## src/rtl/fifo_uart_tx.sv

```systemverilog
// fifo_uart_tx: pulls words from an upstream synchronous FIFO and sends each
// one as an asynchronous serial frame on tx (start bit, data LSB first, stop bit).
// Every output is a flop; the next-value logic is computed from the next state,
// so the outputs stay aligned with the state register.
module fifo_uart_tx #(
    parameter int WIDTH        = 8,
    parameter int CLKS_PER_BIT = 16
) (
    input  logic             clk,
    input  logic             reset,
    input  logic             fifo_empty,
    input  logic [WIDTH-1:0] fifo_data,
    output logic             fifo_read,
    output logic             tx,
    output logic             busy,
    output logic             done
);

    localparam int BAUD_W = (CLKS_PER_BIT > 1) ? $clog2(CLKS_PER_BIT) : 1;
    localparam int BIT_W  = $clog2(WIDTH) + 1;
    localparam logic [BAUD_W-1:0] BAUD_LAST = BAUD_W'(CLKS_PER_BIT - 1);
    localparam logic [BIT_W-1:0]  BIT_LAST  = BIT_W'(WIDTH - 1);

    typedef enum logic [2:0] {
        S_IDLE,
        S_FETCH,
        S_WAIT,
        S_START,
        S_DATA,
        S_STOP
    } state_t;

    state_t            state_q, state_d;
    logic [BAUD_W-1:0] baud_q, baud_d;
    logic [BIT_W-1:0]  bit_q, bit_d;
    logic [WIDTH-1:0]  shift_q, shift_d;
    logic              tx_q, tx_d;
    logic              fifo_read_q, fifo_read_d;
    logic              busy_q, busy_d;
    logic              done_q, done_d;
    logic              baud_wrap;

    assign fifo_read = fifo_read_q;
    assign tx        = tx_q;
    assign busy      = busy_q;
    assign done      = done_q;

    assign baud_wrap = (baud_q == BAUD_LAST);

    // Next-state, counter and shift-register logic, then outputs derived from the next state.
    always_comb begin
        state_d = state_q;
        baud_d  = baud_q;
        bit_d   = bit_q;
        shift_d = shift_q;

        case (state_q)
            S_IDLE: begin
                if (!fifo_empty) begin
                    state_d = S_FETCH;
                end
            end
            S_FETCH: begin
                state_d = S_WAIT;
            end
            S_WAIT: begin
                // FIFO read data is valid in this cycle, one after the strobe.
                shift_d = fifo_data;
                baud_d  = '0;
                bit_d   = '0;
                state_d = S_START;
            end
            S_START: begin
                baud_d = baud_wrap ? '0 : baud_q + 1'b1;
                if (baud_wrap) begin
                    state_d = S_DATA;
                end
            end
            S_DATA: begin
                baud_d = baud_wrap ? '0 : baud_q + 1'b1;
                if (baud_wrap) begin
                    shift_d = shift_q >> 1;
                    bit_d   = bit_q + 1'b1;
                    if (bit_q == BIT_LAST) begin
                        state_d = S_STOP;
                    end
                end
            end
            S_STOP: begin
                baud_d = baud_wrap ? '0 : baud_q + 1'b1;
                if (baud_wrap) begin
                    state_d = S_IDLE;
                end
            end
            default: begin
                state_d = S_IDLE;
            end
        endcase

        tx_d = 1'b1;
        if (state_d == S_START) begin
            tx_d = 1'b0;
        end else if (state_d == S_DATA) begin
            tx_d = shift_d[0];
        end
        fifo_read_d = (state_d == S_FETCH);
        busy_d      = (state_d != S_IDLE);
        done_d      = (state_d == S_STOP) && (baud_d == BAUD_LAST);
    end

    // State, counters, shift register and registered outputs; reset aborts any frame.
    always_ff @(posedge clk) begin
        if (!reset) begin
            state_q     <= S_IDLE;
            baud_q      <= '0;
            bit_q       <= '0;
            shift_q     <= '0;
            tx_q        <= 1'b1;
            fifo_read_q <= 1'b0;
            busy_q      <= 1'b0;
            done_q      <= 1'b0;
        end else begin
            state_q     <= state_d;
            baud_q      <= baud_d;
            bit_q       <= bit_d;
            shift_q     <= shift_d;
            tx_q        <= tx_d;
            fifo_read_q <= fifo_read_d;
            busy_q      <= busy_d;
            done_q      <= done_d;
        end
    end

endmodule

```

## config.mk

```make
export PLATFORM = sky130hd
export DESIGN_NAME = fifo_uart_tx
export DESIGN_NICKNAME = d
export VERILOG_FILES = /design/src/rtl/fifo_uart_tx.sv
export SDC_FILE = /design/constraint.sdc
export NUM_CORES = 1
export LEC_CHECK = 0
export ABC_AREA = 1
export BUFFER_PORTS_ARGS = -buffer_cell sky130_fd_sc_hd__buf_2
export CAP_MARGIN = 5
export CORE_MARGIN = 4
export CORE_UTILIZATION = 28
export DETAILED_ROUTE_END_ITERATION = 8
export PLACE_DENSITY = 0.45
export SKIP_LAST_GASP = 1
export SYNTH_ARGS = -nofsm -noshare
export SYNTH_HDL_FRONTEND = slang
export SYNTH_SLANG_ARGS = --single-unit
```

## constraint.sdc

```tcl
create_clock -name clk -period 2 [get_ports clk]
set_input_delay 0.4 -clock clk [delete_from_list [all_inputs] [get_ports clk]]
set_output_delay 0.4 -clock clk [all_outputs]
set_load 0.02 [all_outputs]
```

# == Yosys cells after proc, flatten, opt, wreduce, memory -nomap -nowiden ==
# Cells that the tools add are included.
# op_classes
addsub,2
n_eq_ne,13
mux,14
n_reduce_logical,6
# ops
op,n
3-bit one-hot mux with 6 select lines,1
4-bit one-hot mux with 2 select lines,2
8-bit one-hot mux with 2 select lines,1
3-bit two-way mux,5
"3-bit == test, second input constant",4
"3-bit by 2-bit == test with 1-bit output, second input constant",3
"4-bit by 1-bit adder with 4-bit output, second input constant",2
"4-bit == test, second input constant",2
4-bit two-way mux,2
8-bit two-way mux,1
"3-bit by 1-bit == test with 1-bit output, second input constant",2
"4-bit by 3-bit == test with 1-bit output, second input constant",1
3-bit logical NOT,1
3-bit nonzero test,1
3-bit OR reduction,1
1-bit two-way mux,2
"2-bit != test, second input constant",1
2-bit AND reduction,1
2-bit nonzero test,1
1-bit logical AND,1
# word_totals
register_bits,23
inputBits,11
output_inout_bits,4
elab_cells,44

# == Longest topological paths before layout ==
# Gate-level depths: netlist of the first run.
# logic_depth
word_depth,7
ltp_mapped,9
mapped_depth_nobuf,9

# == Least setup slack after synthesis of the first run ==
# No wires, ideal clock.
# synth_path
path_kind,reg2reg
start,register baud_q[0]
end,register bit_q[2]
setup_ns,0.118
arrival_ns,1.287
required_ns,1.882
path_slack_ns,0.595
stages_incl_launch_ff,8
n_path_buf,1
synth_period_minus_slack_ns,1.405
cell_sequence,dfxtp_1 -> ha_1 -> nand3_2 -> nor2_4 -> nor2_2 -> buf_6 -> nor3_1 -> nor3_1
# synth_between
elab_chain_len,3
# synth_lines
element,line_no,rtl
start: declaration,34,"logic [BAUD_W-1:0] baud_q, baud_d;"
start signal: assignment,124,baud_q <= baud_d;
4-bit == test,48,assign baud_wrap = (baud_q == BAUD_LAST);
2-bit != test (no line),n/a,
2-bit AND reduction (no line),n/a,
end signal: assignment,125,bit_q <= bit_d;
end: declaration,35,"logic [BIT_W-1:0] bit_q, bit_d;"
# Every way passes these cells.
# A chain may end at the register's enable or synchronous reset.

# == Worst setup path in the final report of the first run ==
# layout_path
start,register baud_q[0]
end,register bit_q[0]
# Same word-level chain as after synthesis.

==> results.txt, run 1 <==
Max Cap Viol: 0
Cells after DPL: 204
Ports: 15
Main synth FF type: dfxtp_1
Largest net degree at the start of global routing: 17
Final antenna-violating net count: 0
Max Transition Viols Final: 0
Switching power: 259 µW
Gp weighted congestion: 0.900
Syn_area_per_cell: 7.70 µm²
Reg2reg end: bit_q[0]
Register Area: 460 µm²
Post-DP HPWL: 1830 µm
Comb pwr share: 0.164
FFs w/ async S/R, synth: 0
Crit path largest cell delay: 0.38 ns
# H-tree levels: 1
Hold_sp: fifo_empty
Area of the multi-input gates: 577 µm²
Vias in the first global route: 940
Clk pwr share: 0.302
Leakage power: 0.000512 µW
Final Critical Period: 1.67 ns
Post-synthesis sequential area ratio: 0.413
DIE WIDTH: 71.1 µm
Net count after synthesis: 158
Vias/cell: 4.74
CTS sink count: 23
Wirelength per Cell: 11.7 µm
Max Fclk: 0.598 GHz
Post CTS Setup Buffer Count: 0
Status: finished clean
Tcrit/Tclk final: 0.836
Fillers: 418
Number of library cell types mapped by synthesis: 28
Share of cells above drive strength 1: 0.200
Hold Buf Count CTS: 0
First-pass GRT wire length: 4110 µm
Top delay family on crit path: simple AND/OR/NAND/NOR gates
Via count: 986
Crit path cell chain: ha_1 > nand3_2 > nor2_4 > nor2_2 > a21oi_1 > a211oi_2
CP Class: reg -> reg
Tot Pwr: 942 µW
Max-Slew Margin vs Limit: 0.615
CP max FO: 12
Final Non-Filler Cells: 208
Post-synth top area share: 0.413
Most common cell in the netlist: nand2_1
Worst ir drop on vdd: 0.307 mV
#FFs+latches synth: 23
Placed instance area: 0.00122 mm²
Setup crit end kind: flop
Synth Cell Area: 0.00112 mm²
Rows: 22
First drt pass iteration count: 5
Reg power frac: 0.534
Hold Fails Final Rpt: 0
Core ar.: 0.00374 mm²
DR iter-0 viols: 33
Worst-margin pin slew: 0.577 ns
Fin Clk Skew: 0.000999 ns
CTS clk-pin slew, worst paths: 0.08 ns
PD cells: 745 mW/mm²
Internal power: 683 µW
# nets final: 174
Buf+Inv Stages, Crit Path: 0
Gr ovfl total: 0
Pre-CTS WS: 0.368 ns
RSZ-0062 raised after global routing: false
Die height: 71.1 µm
Worst skew pair latency: 0.26 ns
Clock buffer depth: 2
CP required: 2.12 ns
Worst Hold Depth: 2
Final wirelength: 2440 µm
Leading area contributor after synthesis: dfxtp_1
Final WS setup: 0.329 ns
Diode count: 0
Ranking of synthesized cells by area: dfxtp_1 (41%), nand2_1 (10%), a21oi_1 (7.6%)
Root buf cell: clkbuf_8
Finished layout cell area: 0.00126 mm²
Initial antenna violation count: 0
Post-Syn Instances: 145
CP Launch Type: flop
Yosys warnings: 0
CP Depth: 6
Critical path data arrival time: 1.80 ns
Worst hold path class: in -> reg
I/O Buffers: 14
Worst reg-to-reg setup slack: 0.33 ns
Setup_tns: 0 ns
CTS tree: done
Initial Util: 0.298
WHS Endpoint: fifo_read
Commonest cells in the netlist: nand2_1 (30), dfxtp_1 (23), a21oi_1 (17)
Post-synth EDFFs: 0
GRT Overall Usage: 0.101
DRC: 0
Cts bufs inserted: 3
Final setup vio count: 0
CP max-delay cell: dfxtp_1
R2R cell count: 6
Cts repair resizes: 0
Die area: 0.00506 mm²
Layout area overhead: 13.3%
Net Sw Frac: 0.275
RR Startpoint: baud_q[0]
==> worst max path at each step <==
stage,start,end,slack (ns)
floorplan,baud_q[0],bit_q[2],0.59
global placement,baud_q[0],tx,0.36
detailed placement,baud_q[0],shift_q[4],0.37
CTS,baud_q[0],bit_q[0],0.33
global route,baud_q[0],tx,0.16
finish,baud_q[0],bit_q[0],0.33
==> routing by layer <==
layer | track usage | share of wire
met1 | 0.132 | 0.50
met2 | 0.158 | 0.46
met3 | 0.0199 | 0.036
met4 | 0.0480 | 0.0070
met5 | 0 | 0
==> registers in the layout, summed over array words and instances, names as in the netlist <==
register   count
baud_q         4
done           1
fifo_read      1
shift_q        8
busy           1
bit_q          4
tx             1
state_q        3
==> cell usage in the layout (no fill, tap or decap), types with 2 or more instances in the layout <==
master	n
inv_2	2
nor2_4	2
ha_1	2
nand3_1	9
dfxtp_1	23
nand4_1	2
nor2_2	2
inv_1	12
nor2_1	12
o21ai_2	2
clkbuf_8	3
o21ai_0	2
a22oi_1	6
a21oi_1	17
buf_2	14
a211oi_2	2
nand2_1	30
nor3_1	7
==> cell families (layout without fill, tap and decap cells) <==
| group | count (synthesis) | in the layout | share of synthesized area |
|---|---|---|---|
| and+or+nand+nor | 71 | 71 | 0.309 |
| AOI/OAI and AO/OA | 31 | 31 | 0.177 |
| DFF | 23 | 23 | 0.413 |
| buffers and inverters | 17 | 32 | 0.0706 |
| adders and majority gates | 2 | 2 | 0.0224 |
| xor gates and xnor gates | 1 | 1 | 0.00785 |
==> final cells by class <==
cell class,count,share of cell area
multi-input combinational,105,0.456
sequential,23,0.364
timing repair buffer,14,0.0554
tap,48,0.0475
inverter,14,0.0415
clock buffer,4,0.0356
==> power groups by stage <==
stage	Clock (µW)	Sequential (µW)	Combinational [µW]
after CTS	299	503	156
after floorplan	0	519	115
after detailed placement	0	514	156
after global routing	315	507	174
after global placement	0	513	155
final	285	503	155
==> through the flow <==
step,hold slack (ns),util
after floorplan,0.439,-
after global placement,0.452,0.326
after detailed placement,0.458,0.326
after CTS,0.304,0.338
after global routing,0.303,0.338
final,0.310,0.338
(Power assumes the default switching activity.)
==> inputs of run 2 (changes only) <==
clock period = 1.7 ns   (was 2 ns; I/O delays follow)
==> results.txt, run 2 (synthesis gave the netlist of run 1 again) <==
Status: finished clean
Leakage power: 0.000532 µW (+3.9%)
CP max-delay cell: dfxtp_1
Final wirelength: 2400 µm (-1.6%)
CP required: 1.91 ns (-0.21 ns)
Comb pwr share: 0.164 (about the same)
Critical path data arrival time: 1.77 ns (-0.03 ns)
Clock buffer depth: 2 (unchanged)
Hold Fails Final Rpt: 0 (unchanged)
Biggest regs: shift_q x8, baud_q x4, bit_q x4
Diode count: 0 (unchanged)
Worst ir drop on vdd: 0.262 mV (-15%)
Layout area overhead: 16.0%
Setup crit end kind: flop
Initial antenna violation count: 0 (unchanged)
Worst hold path class: in -> reg
Root buf cell: clkbuf_8
Via count: 999 (+1.3%)
Final setup vio count: 0 (unchanged)
CP max FO: 9 (-3)
Setup_tns: 0 ns (unchanged)
GR peak layer: met2
Cts repair resizes: 0 (unchanged)
Reg power frac: 0.530 (-0.004)
Worst-margin pin slew: 0.458 ns (-0.119 ns)
Initial Util: 0.298 (unchanged)
Vias/cell: 4.71 (-0.59%)
Gr ovfl total: 0 (unchanged)
GR Util met2: 0.165 (+0.00721)
Final WS setup: 0.135 ns (-0.193 ns)
Core ar.: 0.00374 mm² (unchanged)
GRT Overall Usage: 0.103 (+0.00208)
Net Sw Frac: 0.275 (about the same)
Most frequent cells in the layout: nand2_1 (30), dfxtp_1 (23), a21oi_1 (17)
Final Non-Filler Cells: 212 (+1.9%)
Hold_sp: fifo_empty
Cells after DPL: 208 (+2.0%)
# nets final: 178 (+2.3%)
Max Fclk: 0.639 GHz (+6.8%)
DR iter-0 viols: 44 (+33%)
Final antenna-violating net count: 0 (unchanged)
RSZ-0062 raised after global routing: false
Vias in the first global route: 975 (+3.7%)
Most common cell after layout, fill and taps aside: nand2_1
Rows: 22 (unchanged)
Setup crit start: baud_q[0]
CTS tree: done
Crit path largest cell delay: 0.38 ns (about the same)
Worst skew pair latency: 0.26 ns (about the same)
Pre-CTS WS: 0.186 ns (-0.182 ns)
Final Critical Period: 1.56 ns (-0.107 ns)
Post CTS Setup Buffer Count: 0 (unchanged)
Reg with most FFs: shift_q
Gp weighted congestion: 0.887 (-1.5%)
Max Cap Viol: 0 (unchanged)
Largest net degree at the start of global routing: 13 (-4)
# H-tree levels: 1 (unchanged)
Crit path cell chain: ha_1 > nand3_2 > nor2_1 > a21oi_1 > o21ai_0 > nand3_1 > nor2_1
First-pass GRT wire length: 4210 µm (+2.5%)
Wirelength per Cell: 11.3 µm (-3.5%)
Ports: 15 (unchanged)
First drt pass iteration count: 4 (-1)
Internal power: 808 µW (+18%)
PD cells: 861 mW/mm² (+16%)
RR Startpoint: baud_q[0]
Cts bufs inserted: 3 (unchanged)
DIE WIDTH: 71.1 µm (unchanged)
Tcrit/Tclk final: 0.920 (+0.0847)
Hold Buf Count CTS: 0 (unchanged)
Tot Pwr: 1110 µW (+18%)
Crit path top cell by count: nor2_1
Die area: 0.00506 mm² (unchanged)
Die height: 71.1 µm (unchanged)
Clk pwr share: 0.306 (+0.004)
Post-DP HPWL: 1840 µm (+0.64%)
I/O Buffers: 14 (unchanged)
Switching power: 307 µW (+18%)
CP Launch Type: flop
Share of cells above drive strength 1: 0.220 (+0.0195)
Utilization of the core after routing: 0.346 (+0.00802)
M3 GR Usage: 0.0256 (+0.00568)
CTS sink count: 23 (unchanged)
CTS clk-pin slew, worst paths: 0.08 ns (about the same)
DRC: 0 (unchanged)
Max-Slew Margin vs Limit: 0.692 (+0.0768)
Met1 usage: 0.130 (-0.00160)
Max reg flops: 8 (unchanged)
Max Transition Viols Final: 0 (unchanged)
CP Class: reg -> reg
Fin Clk Skew: 0.00348 ns (+0.00248 ns)
run 2: changes by cell type in the layout (fill, tap and decap cells not counted), sizes merged:
cell | previous run | this run
buf | 14 | 18
run 2: layout make-up:
class | count | area [µm²]
Timing Repair Buffer | 18 | 100
Sequential cell | 23 | 460
Clock buffer | 4 | 45.0
Inverter | 14 | 52.6
Tap cell | 48 | 60.1
Multi-Input combinational cell | 105 | 577
Fill cell | 432 | 2450
run 2: power groups by stage:
stage / clock network [µW] / logic (µW) / registers, µW
final: 341 / 183 / 591
after global routing: 375 / 210 / 595
after global placement: 0 / 186 / 603
after floorplan: 0 / 135 / 610
after CTS: 358 / 186 / 591
after detailed placement: 0 / 186 / 604
run 2: routing by layer:
metal	wire [µm]	part of all wire
met3	136	0.057
met5	0	0
met1	1150	0.48
met2	1080	0.45
met4	36	0.015
run 2: critical path: cells and delay by family (launching register included):
family	cells	cell delay, ns
flip-flops	1	0.38
AND/OR/NAND/NOR	4	0.63
AO/OA/AOI/OAI	2	0.27
adder cells (fa/ha/maj)	1	0.23
run 2: path summary, 6_finish.rpt:
| path | to | cells after the start | slack [ns] |
|---|---|---|---|
| setup reg to reg | done | 7 | 0.14 |
| hold / removal | fifo_read | 2 | 0.25 |
| setup / recovery | done | 7 | 0.14 |
| hold reg to reg | shift_q[1] | 2 | 0.47 |
run 2: through the flow:
step / hold WS, ns / area, µm²
global placement: 0.456 / 1250
CTS: 0.245 / 1290
detailed placement: 0.456 / 1250
floorplan: 0.418 / 1120
finish: 0.247 / 1290
global route: 0.251 / 1290
==> inputs of run 3 (changes only) <==
CORE_ASPECT_RATIO = 0.8   (was unset)
CTS_BUF_LIST = sky130_fd_sc_hd__clkbuf_16   (was unset)
==> results.txt, run 3 (synthesis gave the netlist of run 1 again) <==
Max Cap Viol: 0 (unchanged)
Via count: 992 (-0.70%)
# H-tree levels: 1 (unchanged)
Final setup vio count: 0 (unchanged)
Fillers: 418 (-3.2%)
Status: finished clean
Vias in the first global route: 993 (+1.8%)
PD cells: 955 mW/mm² (+11%)
Core ar.: 0.00383 mm² (+2.3%)
Setup crit end kind: flop
Share of cells above drive strength 1: 0.224 (+0.00473)
DRC: 0 (unchanged)
Max Transition Viols Final: 0 (unchanged)
Comb pwr share: 0.146 (-0.018)
DIE WIDTH: 78.6 µm (+10%)
Max Fclk: 0.660 GHz (+3.2%)
Layout area overhead: 21.2%
Internal power: 959 µW (+19%)
Reg power frac: 0.459 (-0.071)
Vias/cell: 4.51 (-4.3%)
CTS clk-pin slew, worst paths: 0.06 ns (-0.02 ns)
Tcrit/Tclk final: 0.892 (-0.0287)
Clock buffer depth: 2 (unchanged)
DR iter-0 viols: 23 (-48%)
CTS sink count: 23 (unchanged)
First-pass GRT wire length: 4480 µm (+6.4%)
Wirelength per Cell: 11.4 µm (+0.61%)
Hold Fails Final Rpt: 0 (unchanged)
Max reg flops: 8 (unchanged)
Most frequent cells in the layout: nand2_1 (30), dfxtp_1 (23), a21oi_1 (17)
Worst-margin pin slew: 0.426 ns (-0.0313 ns)
Cts bufs inserted: 3 (unchanged)
Worst skew pair latency: 0.26 ns (about the same)
Crit path cell chain: ha_1 > nand3_4 > inv_1 > nor2_1 > nor2_1 > nand2_1 > nor2_2 > nor2_1 > a21oi_1
Register Area: 460 µm² (unchanged)
Gr ovfl total: 0 (unchanged)
Net Sw Frac: 0.257 (-0.0181)
CP required: 1.88 ns (-0.03 ns)
Final Critical Period: 1.52 ns (-0.0488 ns)
Tot Pwr: 1290 µW (+16%)
Switching power: 332 µW (+8.2%)
Initial antenna violation count: 0 (unchanged)
Rows: 20 (-9.1%)
First drt pass iteration count: 4 (unchanged)
Critical path data arrival time: 1.70 ns (-0.07 ns)
# nets final: 179 (+0.56%)
CP max FO: 9 (unchanged)
Clk pwr share: 0.395 (+0.089)
Reg with most FFs: shift_q
Setup_tns: 0 ns (unchanged)
Leakage power: 0.000556 µW (+4.5%)
CTS tree: done
Root buf cell: clkbuf_16
I/O Buffers: 14 (unchanged)
CP max-delay cell: dfxtp_1
Gp weighted congestion: 0.778 (-12%)
Most common cell after layout, fill and taps aside: nand2_1
Die area: 0.00507 mm² (+0.12%)
GRT Overall Usage: 0.111 (+0.00825)
Hold Buf Count CTS: 0 (unchanged)
Worst hold path class: in -> reg
Final wirelength: 2510 µm (+4.4%)
Crit path largest cell delay: 0.36 ns (-0.02 ns)
Final antenna-violating net count: 0 (unchanged)
Die height: 64.5 µm (-9.4%)
Fin Clk Skew: 0.00443 ns (+0.000954 ns)
CP Launch Type: flop
Post-DP HPWL: 1940 µm (+5.4%)
Ports: 15 (unchanged)
Initial Util: 0.292 (-0.00663)
Worst ir drop on vdd: 0.532 mV (+100%)
Area of the multi-input gates: 584 µm² (+1.3%)
Largest net degree at the start of global routing: 13 (unchanged)
RSZ-0062 raised after global routing: false
Crit path top cell by count: nor2_1
CP Class: reg -> reg
Diode count: 0 (unchanged)
Biggest regs: shift_q x8, baud_q x4, bit_q x4
Max-Slew Margin vs Limit: 0.713 (+0.0211)
run 3: layer usage:
metal,vias to the layer above,global-route usage,share of wire
met3,4,0.0375,0.049
li1,526,-,-
met4,0,0.0328,0.012
met2,18,0.183,0.45
met1,444,0.137,0.49
met5,-,0,0
run 3: power by group through the flow:
stage	Sequential, µW	Combinational, µW	Clock [µW]
finish	592	189	510
global route	597	217	563
CTS	592	191	532
detailed placement	604	191	0
global placement	603	191	0
floorplan	610	135	0
run 3: what timing repair did:
item / CTS / global route
setup buffers: 0 / 0
endpoints found under the setup margin: 0 / 3
gates resized for setup: 0 / 1
run 3: area by class of cell:
class,count,area share
Sequential cell,23,0.340
Clock buffer,3,0.0555
Clock inverter,1,0.00278
Inverter,14,0.0389
Timing Repair Buffer,19,0.0796
Tap cell,55,0.0509
Multi-Input combinational cell,105,0.432
run 3: path summary, 6_finish.rpt:
kind / from / to / slack [ns] / cells after the start
hold reg to reg: shift_q[7] / shift_q[7] / 0.46 / 2
hold / removal: fifo_empty / fifo_read / 0.26 / 2
setup / recovery: baud_q[0] / tx / 0.18 / 9
setup reg to reg: baud_q[0] / tx / 0.18 / 9
run 3: metrics by stage:
stage          setup slack (ns)  instances   util  instance area, µm²  hold WS, ns
6_report                  0.184        220  0.353                1350        0.256
3_5_place_dp              0.155        216  0.331                1270        0.459
3_3_place_gp              0.208        216  0.331                1270        0.456
4_1_cts                   0.150        220  0.351                1350        0.258
5_1_grt                 0.00741        220  0.353                1350        0.276
2_1_floorplan             0.295        145      -                1120        0.418
run 3: critical path, delay by kind of cell (launching register included):
| family | cells | cell delay (ns) |
|---|---|---|
| AND/OR/NAND/NOR | 6 | 0.57 |
| buffers and inverters | 1 | 0.10 |
| adder cells (fa/ha/maj) | 1 | 0.27 |
| flip-flops | 1 | 0.36 |
| AO/OA/AOI/OAI | 1 | 0.14 |
